`config.mk`:
```
export PLATFORM = sky130hd
export DESIGN_NAME = cover_toggle_drain_sched
export DESIGN_NICKNAME = d
export VERILOG_FILES = /design/src/rtl/cover_pkg.sv /design/src/rtl/cover_lsb_pick.sv /design/src/rtl/cover_toggle_drain_sched.sv
export SDC_FILE = /design/constraint.sdc
export NUM_CORES = 1
export LEC_CHECK = 0
export CAP_MARGIN = 15
export CORE_MARGIN = 2
export CORE_UTILIZATION = 49
export CTS_CLUSTER_DIAMETER = 150
export DETAILED_ROUTE_END_ITERATION = 10
export GPL_TIMING_DRIVEN = 0
export PLACE_DENSITY = 0.81
export SLEW_MARGIN = 20
export SYNTH_ARGS = -nofsm -noshare
export SYNTH_HDL_FRONTEND = slang
export SYNTH_SLANG_ARGS = --single-unit
```
`constraint.sdc`:
```
create_clock -name clock -period 16.45 [get_ports clock]
set_input_delay 4.1125 -clock clock [delete_from_list [all_inputs] [get_ports clock]]
set_output_delay 4.1125 -clock clock [all_outputs]
set_load 0.01 [all_outputs]
```
`src/rtl/cover_pkg.sv`:
```
// Shared definitions for the toggle-coverage drain scheduler family:
// global cover-point total, the cover index type, the output slot states
// and the global index helper.
package cover_pkg;

    // Total number of cover points across every group in the design.
    localparam int COVER_TOTAL = 11747;

    // Global cover index as carried to the consumer.
    typedef logic [63:0] cover_idx_t;

    // Output slot occupancy.
    typedef enum logic {
        SLOT_EMPTY = 1'b0,
        SLOT_FULL  = 1'b1
    } slot_state_t;

    // Global index of a point: group base plus the bit position in the group.
    function automatic cover_idx_t cover_index_calc(input cover_idx_t base,
                                                    input cover_idx_t pos);
        return base + pos;
    endfunction

endpackage

```
`src/rtl/cover_lsb_pick.sv`:
```
// Lowest-set-bit finder over a WIDTH-bit vector. Purely combinational and
// parameterised so that coverage groups of any width can reuse it.
// Returns a found flag, the binary position and a one-hot mask of that bit.
module cover_lsb_pick #(
    parameter int WIDTH  = 129,
    parameter int PICK_W = (WIDTH > 1) ? $clog2(WIDTH) : 1
) (
    input  logic [WIDTH-1:0]  vec,
    output logic              found,
    output logic [PICK_W-1:0] index,
    output logic [WIDTH-1:0]  mask
);

    // Scan upward; the first set bit latches the index and blocks later ones.
    always_comb begin
        found = 1'b0;
        index = '0;
        for (int i = 0; i < WIDTH; i++) begin
            index = (vec[i] && !found) ? PICK_W'(i) : index;
            found = found | vec[i];
        end
    end

    // Two's-complement trick isolates the lowest set bit as a one-hot mask.
    always_comb begin
        mask = vec & (~vec + WIDTH'(1));
    end

endmodule

```
`src/rtl/cover_toggle_drain_sched.sv`:
```
// Toggle-coverage drain scheduler.
// Turns a wide per-cycle hit vector into a stream of first-time-hit global
// cover indices (one per cycle at most) over a valid/ready handshake, and
// keeps a sticky covered bitmap plus a saturating distinct-hit counter.
// The lowest pending index is always emitted first. Hits captured in a cycle
// only become eligible for output on the following cycle.
module cover_toggle_drain_sched
    import cover_pkg::*;
#(
    parameter int         WIDTH       = 129,
    parameter cover_idx_t COVER_INDEX = 64'd0,
    parameter int         IDX_W       = 64,
    localparam int        CNT_W       = $clog2(WIDTH + 1)
) (
    input  logic             clock,
    input  logic             reset,
    input  logic [WIDTH-1:0] valid,
    input  logic             clear,
    output logic             out_valid,
    input  logic             out_ready,
    output logic [IDX_W-1:0] out_index,
    output logic [CNT_W-1:0] covered_count,
    output logic             all_covered
);

    localparam int             PICK_W     = (WIDTH > 1) ? $clog2(WIDTH) : 1;
    localparam logic [CNT_W:0] SAT_LIMIT  = WIDTH[CNT_W:0];
    localparam logic [CNT_W-1:0] COUNT_FULL = SAT_LIMIT[CNT_W-1:0];

    // Number of set bits in a hit vector.
    function automatic logic [CNT_W-1:0] popcount(input logic [WIDTH-1:0] v);
        logic [CNT_W-1:0] acc;
        acc = '0;
        for (int i = 0; i < WIDTH; i++) begin
            acc = acc + CNT_W'(v[i]);
        end
        return acc;
    endfunction

    logic [WIDTH-1:0]  covered_r;
    logic [WIDTH-1:0]  pending_r;
    slot_state_t       state_r;
    logic [IDX_W-1:0]  out_index_r;
    logic [CNT_W-1:0]  count_r;
    logic              all_covered_r;

    logic [WIDTH-1:0]  new_hits_s;
    logic              pick_found_s;
    logic [PICK_W-1:0] pick_idx_s;
    logic [WIDTH-1:0]  pick_mask_s;
    logic              load_s;
    logic              take_s;
    logic [WIDTH-1:0]  take_mask_s;
    logic [CNT_W-1:0]  hit_pop_s;
    logic [CNT_W:0]    count_sum_s;
    logic [CNT_W-1:0]  count_next_s;
    logic [IDX_W-1:0]  pick_global_s;

    // Only the registered pending vector is searched, so same-cycle hits wait.
    cover_lsb_pick #(
        .WIDTH  (WIDTH),
        .PICK_W (PICK_W)
    ) u_pick (
        .vec   (pending_r),
        .found (pick_found_s),
        .index (pick_idx_s),
        .mask  (pick_mask_s)
    );

    // First-time hits: strobed now and not yet in the sticky bitmap.
    always_comb begin
        new_hits_s = valid & ~covered_r;
    end

    // Slot load decision; clear blocks any new load in its cycle.
    always_comb begin
        load_s        = (state_r == SLOT_EMPTY) || out_ready;
        take_s        = load_s && pick_found_s && !clear;
        pick_global_s = IDX_W'(cover_index_calc(COVER_INDEX, cover_idx_t'(pick_idx_s)));
        if (take_s) begin
            take_mask_s = pick_mask_s;
        end else begin
            take_mask_s = '0;
        end
    end

    // Distinct-hit count, saturating at WIDTH.
    always_comb begin
        hit_pop_s   = popcount(new_hits_s);
        count_sum_s = {1'b0, count_r} + {1'b0, hit_pop_s};
        if (count_sum_s > SAT_LIMIT) begin
            count_next_s = COUNT_FULL;
        end else begin
            count_next_s = count_sum_s[CNT_W-1:0];
        end
    end

    // Coverage state: sticky bitmap, pending set and the distinct-hit counter.
    always_ff @(posedge clock) begin
        if (!reset) begin
            covered_r     <= '0;
            pending_r     <= '0;
            count_r       <= '0;
            all_covered_r <= 1'b0;
        end else if (clear) begin
            covered_r     <= '0;
            pending_r     <= '0;
            count_r       <= '0;
            all_covered_r <= 1'b0;
        end else begin
            covered_r     <= covered_r | new_hits_s;
            pending_r     <= (pending_r & ~take_mask_s) | new_hits_s;
            count_r       <= count_next_s;
            all_covered_r <= (count_next_s == COUNT_FULL);
        end
    end

    // Output slot FSM: load lowest pending index, hold until handshaked.
    always_ff @(posedge clock) begin
        if (!reset) begin
            state_r     <= SLOT_EMPTY;
            out_index_r <= '0;
        end else if (clear) begin
            // A held index survives clear; only a completed handshake empties it.
            if ((state_r == SLOT_FULL) && out_ready) begin
                state_r <= SLOT_EMPTY;
            end else begin
                state_r <= state_r;
            end
        end else begin
            case (state_r)
                SLOT_EMPTY: begin
                    if (pick_found_s) begin
                        state_r     <= SLOT_FULL;
                        out_index_r <= pick_global_s;
                    end else begin
                        state_r <= SLOT_EMPTY;
                    end
                end
                SLOT_FULL: begin
                    if (out_ready && pick_found_s) begin
                        state_r     <= SLOT_FULL;
                        out_index_r <= pick_global_s;
                    end else if (out_ready) begin
                        state_r <= SLOT_EMPTY;
                    end else begin
                        state_r <= SLOT_FULL;
                    end
                end
                default: begin
                    state_r <= SLOT_EMPTY;
                end
            endcase
        end
    end

    assign out_valid     = (state_r == SLOT_FULL);
    assign out_index     = out_index_r;
    assign covered_count = count_r;
    assign all_covered   = all_covered_r;

endmodule
```
==> metrics.md, run 1 <==
| Metric | Value |
|---|---|
| Post-CTS sizing | `0` |
| Final core area utilization | `0.598` |
| CTS tree | `done` |
| Total number of vias | `14091` |
| Final design area excluding fillers | `18900 µm²` |
| End of the worst register-to-register path | `all_covered$_SDFF_PP0_` |
| Average routed wire per standard cell | `19.1 µm` |
| Least-Margin Pin Slew | `1080 ps` |
| Type of the worst setup path | `input pin to flop` |
| Number of synthesized flops with an enable pin | `0` |
| Detailed Routing Iterations Pass 1 | `6` |
| Clk sink count | `276` |
| Final worst path period need | `12340 ps` |
| Core area | `31600 µm²` |
| Routability congestion estimate from global placement | `0.974` |
| Most instantiated library cell after synthesis | `nor2_1` |
| Number of instances in the synthesized netlist | `1867` |
| Width of the die | `183 µm` |
| Max Cap Violations | `0` |
| DRC violation total after the first TritonRoute iteration | `1207` |
| Length of routed met3 wiring | `3930 µm` |
| Die Area | `33600 µm²` |
| Worst reg2reg setup slack | `7810 ps` |
| Arr. time, crit path | `12790 ps` |
| Aggregate global-route resource usage | `0.285` |
| Total placed instance area | `18000 µm²` |
| Largest cells by area after synthesis | `dfxtp_1 (35%), fa_1 (15%), nor2_1 (9.4%)` |
| Yosys warnings | `0` |
| Deepest clock path buffer count | `3` |
| Final hold violation count | `0` |
| Antenna diode count | `0` |
| Share of final-layout standard cells stronger than drive strength 1 | `0.0608` |
| Worst Setup End Kind | `flop` |
| Cell taking the most area after synthesis | `dfxtp_1` |
| Crit start category | `input pin` |
| Sequential cell area fraction in the yosys report | `0.350` |
| Met1 layer wirelength in the final routing | `21700 µm` |
| Count of hold buffers inserted by post-cts repair | `0` |
| Post-Syn Area | `15800 µm²` |
| Starting utilization of the core area | `0.498` |
| Primary flip-flop cell chosen by synthesis mapping | `dfxtp_1` |
| Fmax | `81.0 MHz` |
| Total Neg Setup Slack | `0 ps` |
| Maximum level of the CTS H-tree | `1` |
| Leading post-synthesis cells by instance count | `nor2_1 (395), dfxtp_1 (276), a21oi_1 (146), inv_1 (146), fa_1 (120)` |
| Met2 routed WL | `21400 µm` |
| Via count of the first global-routing pass | `13362` |
| Part of the cycle the worst path needs | `0.750` |
| Setup repair after global routing missed its margin | `false` |
| Yosys top cell area share | `0.350` |
| Via/cell ratio | `5.58` |
| Antenna violations before repair | `0` |
| Wire length of the first global-routing pass | `73800 µm` |
| Post-synthesis area per instance | `8.45 µm²` |
| Number of stages on the worst hold path | `2` |
| Required time of the critical path | `16900 ps` |
| Highest signal layer in the routed design | `met4` |
| Count of final max-slew check failures | `0` |
| Class of the tightest hold or removal check | `flop to flop` |
| Final worst slack | `4110 ps` |
| Root buf cell | `clkbuf_16` |
| Number of nets at the end of the flow | `2395` |
| Remaining design rule violation count | `0` |
| Number of different library cells in the post-synthesis netlist | `68` |
| Placement Setup Slack | `3590 ps` |
| Die Y | `183 µm` |
| Critical path peak fanout | `8` |
| Outcome | `completed` |
| Post-route antenna net violation count | `0` |
| Register clock-pin slew on the reported worst setup and hold paths | `60 ps` |
| Final setup violating endpoints | `0` |
| Top-Level Pins | `207` |
| Post-synthesis register bit count | `276` |
| Final clock skew | `7.30 ps` |
| Worst skew pair latency | `560 ps` |
| Congestion Overflow GR | `0` |
| Pin count of the biggest net entering global routing | `15` |
| Std-Cell Rows | `65` |
| Fraction of synthesis flops using an asynchronous set or reset pin | `0` |
| Placed wire-length estimate | `39200 µm` |
| FF-to-FF path depth | `28` |
| Sink of the worst hold path | `out_index[4]$_SDFFE_PN0P_` |
| Final routed wirelength across all metal layers | `48200 µm` |
| Number of buffers added for setup after CTS | `0` |
| Origin of the critical flop-to-flop path | `covered_r[106]$_SDFF_PP0_` |
| Worst slew margin relative to its limit | `0.268` |
| Number of clock buffers inserted by TritonCTS | `29` |
| Area growth from synthesis to layout | `20.0%` |
| Number of buffers added on ports | `150` |
| Launch point of the worst hold path | `out_index[4]$_SDFFE_PN0P_` |
-- metrics by stage --
stage	hold slack [ps]	instances
finish	453	2525
global route	466	2525
CTS	452	2525
detailed placement	443	2475
global placement	435	2474
floorplan	426	1922
-- cells in the final DEF (no fill, tap or decap), types with 5 or more instances in the layout --
cell type and count:
nor2_1 395, dfxtp_1 276, clkdlybuf4s50_1 150, inv_1 146
a21oi_1 146, fa_1 120, nand2b_1 85, nand2_1 83
o21ai_0 71, nor2b_1 59, buf_4 56, conb_1 56
clkbuf_1 47, nor4_1 46, ha_1 38, nor3_1 37
clkbuf_16 29, o21a_1 28, o31ai_1 25, nand3_1 24
nand4_1 17, or3_1 17, or4_1 12, or2_2 12
a211oi_1 9, o41ai_1 8, a31oi_1 7, o311ai_0 7
and2_1 6, o21bai_1 6, xor2_1 5, a2111oi_0 5
clkbuf_8 5, clkinv_2 5
-- final cells by class --
type                            count  area (µm²)
Multi-Input combinational cell   1398        9310
Timing Repair Buffer              151        1510
Inverter                          146         548
Clock inverter                     11         118
Tap cell                          402         503
Fill cell                        2737       12700
Clock buffer                       39         813
Sequential cell                   276        5530
Buffer                            102         601
-- routing by layer --
metal  up-vias  GRT usage
met2       629      0.448
met5         -          0
li1       6662          -
met4         0     0.0762
met3        72     0.0421
met1      6728      0.412
-- critical path: stages --
cell and delay (ps):
clkdlybuf4s50_1 480, nor2b_1 340, fa_1 570, fa_1 550
fa_1 530, inv_1 60, fa_1 550, fa_1 450
fa_1 540, inv_1 50, fa_1 500, inv_1 50
fa_1 470, fa_1 530, fa_1 580, inv_1 50
ha_1 200, inv_1 70, fa_1 200, inv_1 50
a21oi_1 130, o21bai_1 110, a21o_1 190, a21o_1 200
a31oi_1 280, xor2_1 490, nor2_1 120, a311oi_1 300
-- state kept, by name (all words and copies together), names as in the netlist --
| register | cells |
|---|---|
| all_covered | 1 |
| covered_count | 8 |
| covered_r | 129 |
| out_index | 8 |
| out_valid | 1 |
| pending_r | 129 |
-- cells by family (layout without fill, tap and decap cells) --
| family | Yosys count | count (layout) | share of synthesized area |
|---|---|---|---|
| adders and majority gates | 158 | 158 | 0.182 |
| buffers and inverters | 248 | 449 | 0.0728 |
| other | 1 | 56 | 0.000238 |
| AOI/OAI and AO/OA | 357 | 357 | 0.140 |
| and+or+nand+nor | 818 | 818 | 0.249 |
| xor gates and xnor gates | 9 | 9 | 0.00500 |
| DFF | 276 | 276 | 0.350 |
-- worst max path at each step --
stage	from	endpoint	slack (ps)	cells past startpoint
after global routing	valid[70]	all_covered$_SDFF_PP0_	3690	28
final	valid[120]	all_covered$_SDFF_PP0_	4110	28
after CTS	valid[106]	all_covered$_SDFF_PP0_	4120	29
after detailed placement	valid[70]	all_covered$_SDFF_PP0_	3590	28
after global placement	valid[120]	all_covered$_SDFF_PP0_	3710	28
after floorplan	valid[112]	all_covered$_SDFF_PP0_	4800	29
Power of run 1 is left out: the tool's default activity adds up to more than one toggle a clock period on the data nets, which glitch-free logic cannot reach.
==> run 2: changes to the inputs <==
==> constraint.sdc (replaced) <==
create_clock -name clock -period 11.45 [get_ports clock]
set_input_delay 2.8625 -clock clock [delete_from_list [all_inputs] [get_ports clock]]
set_output_delay 2.8625 -clock clock [all_outputs]
set_load 0.01 [all_outputs]
==> metrics.md, run 2 (synthesis results as in run 1) <==
| Metric | Value |
|---|---|
| Outcome | `completed` |
| Via count of the first global-routing pass | `13362` |
| Starting utilization of the core area | `0.498` |
| Max Cap Violations | `0` |
| Critical path peak fanout | `8` |
| Required time of the critical path | `11900 ps` |
| Die Area | `33600 µm²` |
| Post-CTS sizing | `0` |
| Clk sink count | `276` |
| Commonest non-fill, non-tap cells in the layout | `nor2_1 (395), dfxtp_1 (276), clkdlybuf4s50_1 (150), inv_1 (146), a21oi_1 (146)` |
| Least-Margin Pin Slew | `1070 ps` |
| Maximum level of the CTS H-tree | `1` |
| Detailed Routing Iterations Pass 1 | `6` |
| Fmax | `91.1 MHz` |
| Area of the multi-input gates | `9320 µm²` |
| Number of clock buffers inserted by TritonCTS | `29` |
| Final hold violation count | `0` |
| Die Y | `183 µm` |
| Post-route antenna net violation count | `0` |
| Placed wire-length estimate | `39200 µm` |
| Average routed wire per standard cell | `19.1 µm` |
| Part of the cycle the worst path needs | `0.959` |
| Number of inserted filler cells in the final layout | `2735` |
| Antenna diode count | `0` |
| Deepest clock path buffer count | `3` |
| Most common cell after layout, fill and taps aside | `nor2_1` |
| Final routed wirelength across all metal layers | `48100 µm` |
| Class of the tightest hold or removal check | `flop to flop` |
| Final setup violating endpoints | `0` |
| CTS tree | `done` |
| Antenna violations before repair | `0` |
| Congestion Overflow GR | `0` |
| Worst slew margin relative to its limit | `0.280` |
| Area growth from synthesis to layout | `20.1%` |
| Number of buffers added on ports | `150` |
| Aggregate global-route resource usage | `0.285` |
| Via/cell ratio | `5.58` |
| Total Neg Setup Slack | `0 ps` |
| Routability congestion estimate from global placement | `0.974` |
| Pin count of the biggest net entering global routing | `15` |
| Largest registers | `covered_r x129, pending_r x129` |
| Root buf cell | `clkbuf_16` |
| Type of the worst setup path | `input pin to flop` |
| Remaining design rule violation count | `0` |
| Final worst slack | `470 ps` |
| Count of final max-slew check failures | `0` |
| Wire length of the first global-routing pass | `73800 µm` |
| Top-Level Pins | `207` |
| Count of hold buffers inserted by post-cts repair | `0` |
| Number of buffers added for setup after CTS | `0` |
| Core area | `31600 µm²` |
| Placement Setup Slack | `-157 ps` |
| Worst Setup End Kind | `flop` |
| Area of all sequential standard cells | `5530 µm²` |
| Number of nets at the end of the flow | `2395` |
| Final clock skew | `8.10 ps` |
| Share of final-layout standard cells stronger than drive strength 1 | `0.0612` |
| Arr. time, crit path | `11430 ps` |
| Crit start category | `input pin` |
| Register clock-pin slew on the reported worst setup and hold paths | `60 ps` |
| Width of the die | `183 µm` |
| Worst skew pair latency | `560 ps` |
| Std-Cell Rows | `65` |
| Total number of vias | `14091` |
| Setup repair after global routing missed its margin | `false` |
| DRC violation total after the first TritonRoute iteration | `1195` |
| Final worst path period need | `10980 ps` |
[run 2: metal layers]
metal	vias to the layer above	part of all wire	wire length, µm	track usage
met5	-	0	0	0
met4	0	0.025	1200	0.0762
li1	6656	-	-	-
met2	646	0.44	21400	0.448
met1	6717	0.45	21600	0.412
met3	72	0.082	3940	0.0421
[run 2: worst paths after layout]
path / from / to / slack [ps] / cells past startpoint
worst min register to register: out_index[4]$_SDFFE_PN0P_ / out_index[4]$_SDFFE_PN0P_ / 450 / 2
worst max register to register: covered_r[106]$_SDFF_PP0_ / all_covered$_SDFF_PP0_ / 2920 / 28
worst max-delay path: valid[120] / all_covered$_SDFF_PP0_ / 470 / 28
worst min-delay path: out_index[4]$_SDFFE_PN0P_ / out_index[4]$_SDFFE_PN0P_ / 450 / 2
[run 2: through the flow]
step	std cells	area [µm²]	hold slack, ps	util
after CTS	2525	18900	452	0.598
after detailed placement	2475	18000	443	0.569
final	2525	18900	453	0.599
after global placement	2474	18000	435	0.568
after floorplan	1922	16000	426	-
after global routing	2525	18900	466	0.599
[run 2: cell type report]
type	instances	area share
well taps	402	0.0266
clock buffers	39	0.0429
multi-input cells	1398	0.492
inverters	146	0.0289
plain buffers	102	0.0317
flip-flops and latches	276	0.292
clock inverters	11	0.00621
repair buffers	151	0.0796
[run 2: worst max-delay path, cell delays in order]
cell,delay (ps)
clkdlybuf4s50_1,480
nor2b_1,340
fa_1,570
fa_1,550
fa_1,540
inv_1,60
fa_1,550
fa_1,450
fa_1,540
inv_1,50
fa_1,500
inv_1,50
fa_1,470
fa_1,530
fa_1,580
inv_1,50
ha_1,200
inv_1,70
fa_1,200
inv_1,50
a21oi_1,130
o21bai_1,110
a21o_1,190
a21o_1,200
a31oi_1,340
xor2_2,340
nor2_1,110
a311oi_1,290
Power of run 2 is left out for the same reason.
==> run 3: changes to the inputs <==
==> constraint.sdc (replaced) <==
create_clock -name clock -period 10.7 [get_ports clock]
set_input_delay 2.675 -clock clock [delete_from_list [all_inputs] [get_ports clock]]
set_output_delay 2.675 -clock clock [all_outputs]
set_load 0.01 [all_outputs]
==> metrics.md, run 3 (synthesis results as in run 1) <==
| Metric | Value |
|---|---|
| Critical path peak fanout | `4` |
| Crit start category | `input pin` |
| Aggregate global-route resource usage | `0.285` |
| CTS tree | `done` |
| Core area | `31600 µm²` |
| Share of final-layout standard cells stronger than drive strength 1 | `0.0711` |
| Starting utilization of the core area | `0.498` |
| Outcome | `completed` |
| Least-Margin Pin Slew | `1120 ps` |
| Top-Level Pins | `207` |
| Area growth from synthesis to layout | `20.8%` |
| Final worst path period need | `10520 ps` |
| Average routed wire per standard cell | `19.2 µm` |
| Post-route antenna net violation count | `0` |
| Max Cap Violations | `0` |
| Antenna diode count | `0` |
| Detailed Routing Iterations Pass 1 | `5` |
| Worst slew margin relative to its limit | `0.244` |
| Total number of vias | `14175` |
| Register clock-pin slew on the reported worst setup and hold paths | `60 ps` |
| Commonest non-fill, non-tap cells in the layout | `nor2_1 (395), dfxtp_1 (276), clkdlybuf4s50_1 (150), inv_1 (146), a21oi_1 (146)` |
| Type of the worst setup path | `input pin to flop` |
| Die Area | `33600 µm²` |
| Worst skew pair latency | `560 ps` |
| Final worst slack | `182 ps` |
| Root buf cell | `clkbuf_16` |
| Remaining design rule violation count | `0` |
| Width of the die | `183 µm` |
| Count of hold buffers inserted by post-cts repair | `0` |
| Fmax | `95.1 MHz` |
| Via/cell ratio | `5.61` |
| DRC violation total after the first TritonRoute iteration | `1252` |
| Number of buffers added on ports | `150` |
| Antenna violations before repair | `0` |
| Maximum level of the CTS H-tree | `1` |
| Placement Setup Slack | `-720 ps` |
| Routability congestion estimate from global placement | `0.974` |
| Critical path's slowest cell | `fa_1` |
| Final clock skew | `8.15 ps` |
| Number of inserted filler cells in the final layout | `2724` |
| Placed wire-length estimate | `39200 µm` |
| Wire length of the first global-routing pass | `73800 µm` |
| Clk sink count | `276` |
| Final setup violating endpoints | `0` |
| Via count of the first global-routing pass | `13366` |
| Die Y | `183 µm` |
| Final hold violation count | `0` |
| Number of clock buffers inserted by TritonCTS | `29` |
| Delay of the slowest cell on the worst path | `580 ps` |
| Deepest clock path buffer count | `3` |
| Most common cell after layout, fill and taps aside | `nor2_1` |
| Required time of the critical path | `11160 ps` |
| Largest registers | `covered_r x129, pending_r x129` |
| Class of the tightest hold or removal check | `flop to flop` |
| Cell seen most often among critical-path stages | `fa_1` |
| Congestion Overflow GR | `0` |
| Pin count of the biggest net entering global routing | `15` |
| Arr. time, crit path | `10970 ps` |
| Count of final max-slew check failures | `0` |
| Number of nets at the end of the flow | `2396` |
| Part of the cycle the worst path needs | `0.983` |
| Std-Cell Rows | `65` |
| Worst Setup End Kind | `flop` |
| Final routed wirelength across all metal layers | `48600 µm` |
[run 3: changes by cell type in the layout (fill, tap and decap cells not counted), moves of 4 or more]
cell / change
nor2b_2: +8
nor4_2: +4
nor2b_1: -9
nor4_1: -4
[run 3: repair_timing]
item,in CTS,in global routing
setup buffers,1,0
gates resized for setup,1,23
pin swaps,0,2
endpoints found under the setup margin,1,9
[run 3: metal layers]
layer / vias up / GRT usage / share of wire
met2: 652 / 0.448 / 0.45
met5: - / 0 / 0
met3: 79 / 0.0421 / 0.079
met1: 6790 / 0.412 / 0.45
li1: 6654 / - / -
met4: 0 / 0.0762 / 0.026
[run 3: layout make-up]
cell class	count	area, µm²	share of cell area
multi-input cells	1398	9420	0.495
flip-flops and latches	276	5530	0.290
repair buffers	152	1510	0.0795
clock buffers	39	813	0.0427
plain buffers	102	601	0.0315
inverters	146	548	0.0288
well taps	402	503	0.0264
clock inverters	11	118	0.00618
[run 3: through the flow]
step	area (µm²)	TNS, ps	cells	hold slack, ps	util
after floorplan	16000	0	1922	426	-
after global placement	18000	-3420	2474	435	0.568
after detailed placement	18000	-4330	2475	443	0.569
after CTS	18900	0	2526	452	0.599
after global routing	19000	-262	2526	466	0.602
final	19000	0	2526	453	0.602
[run 3: final timing paths]
path,startpoint,endpoint,slack (ps),depth (start not counted)
worst max-delay path,valid[112],covered_count[3]$_SDFF_PP0_,180,30
worst min-delay path,out_index[4]$_SDFFE_PN0P_,out_index[4]$_SDFFE_PN0P_,450,2
worst max register to register,covered_r[110]$_SDFF_PP0_,covered_count[3]$_SDFF_PP0_,2460,28
worst min register to register,out_index[4]$_SDFFE_PN0P_,out_index[4]$_SDFFE_PN0P_,450,2
[run 3: worst max-delay path, delay by kind of cell]
family,cells,cell delay (ps)
AOI/OAI and AO/OA,5,990
xor gates and xnor gates,1,210
adders and majority gates,12,5670
buffers and inverters,9,920
and+or+nand+nor,3,510
Power of run 3 is left out for the same reason.
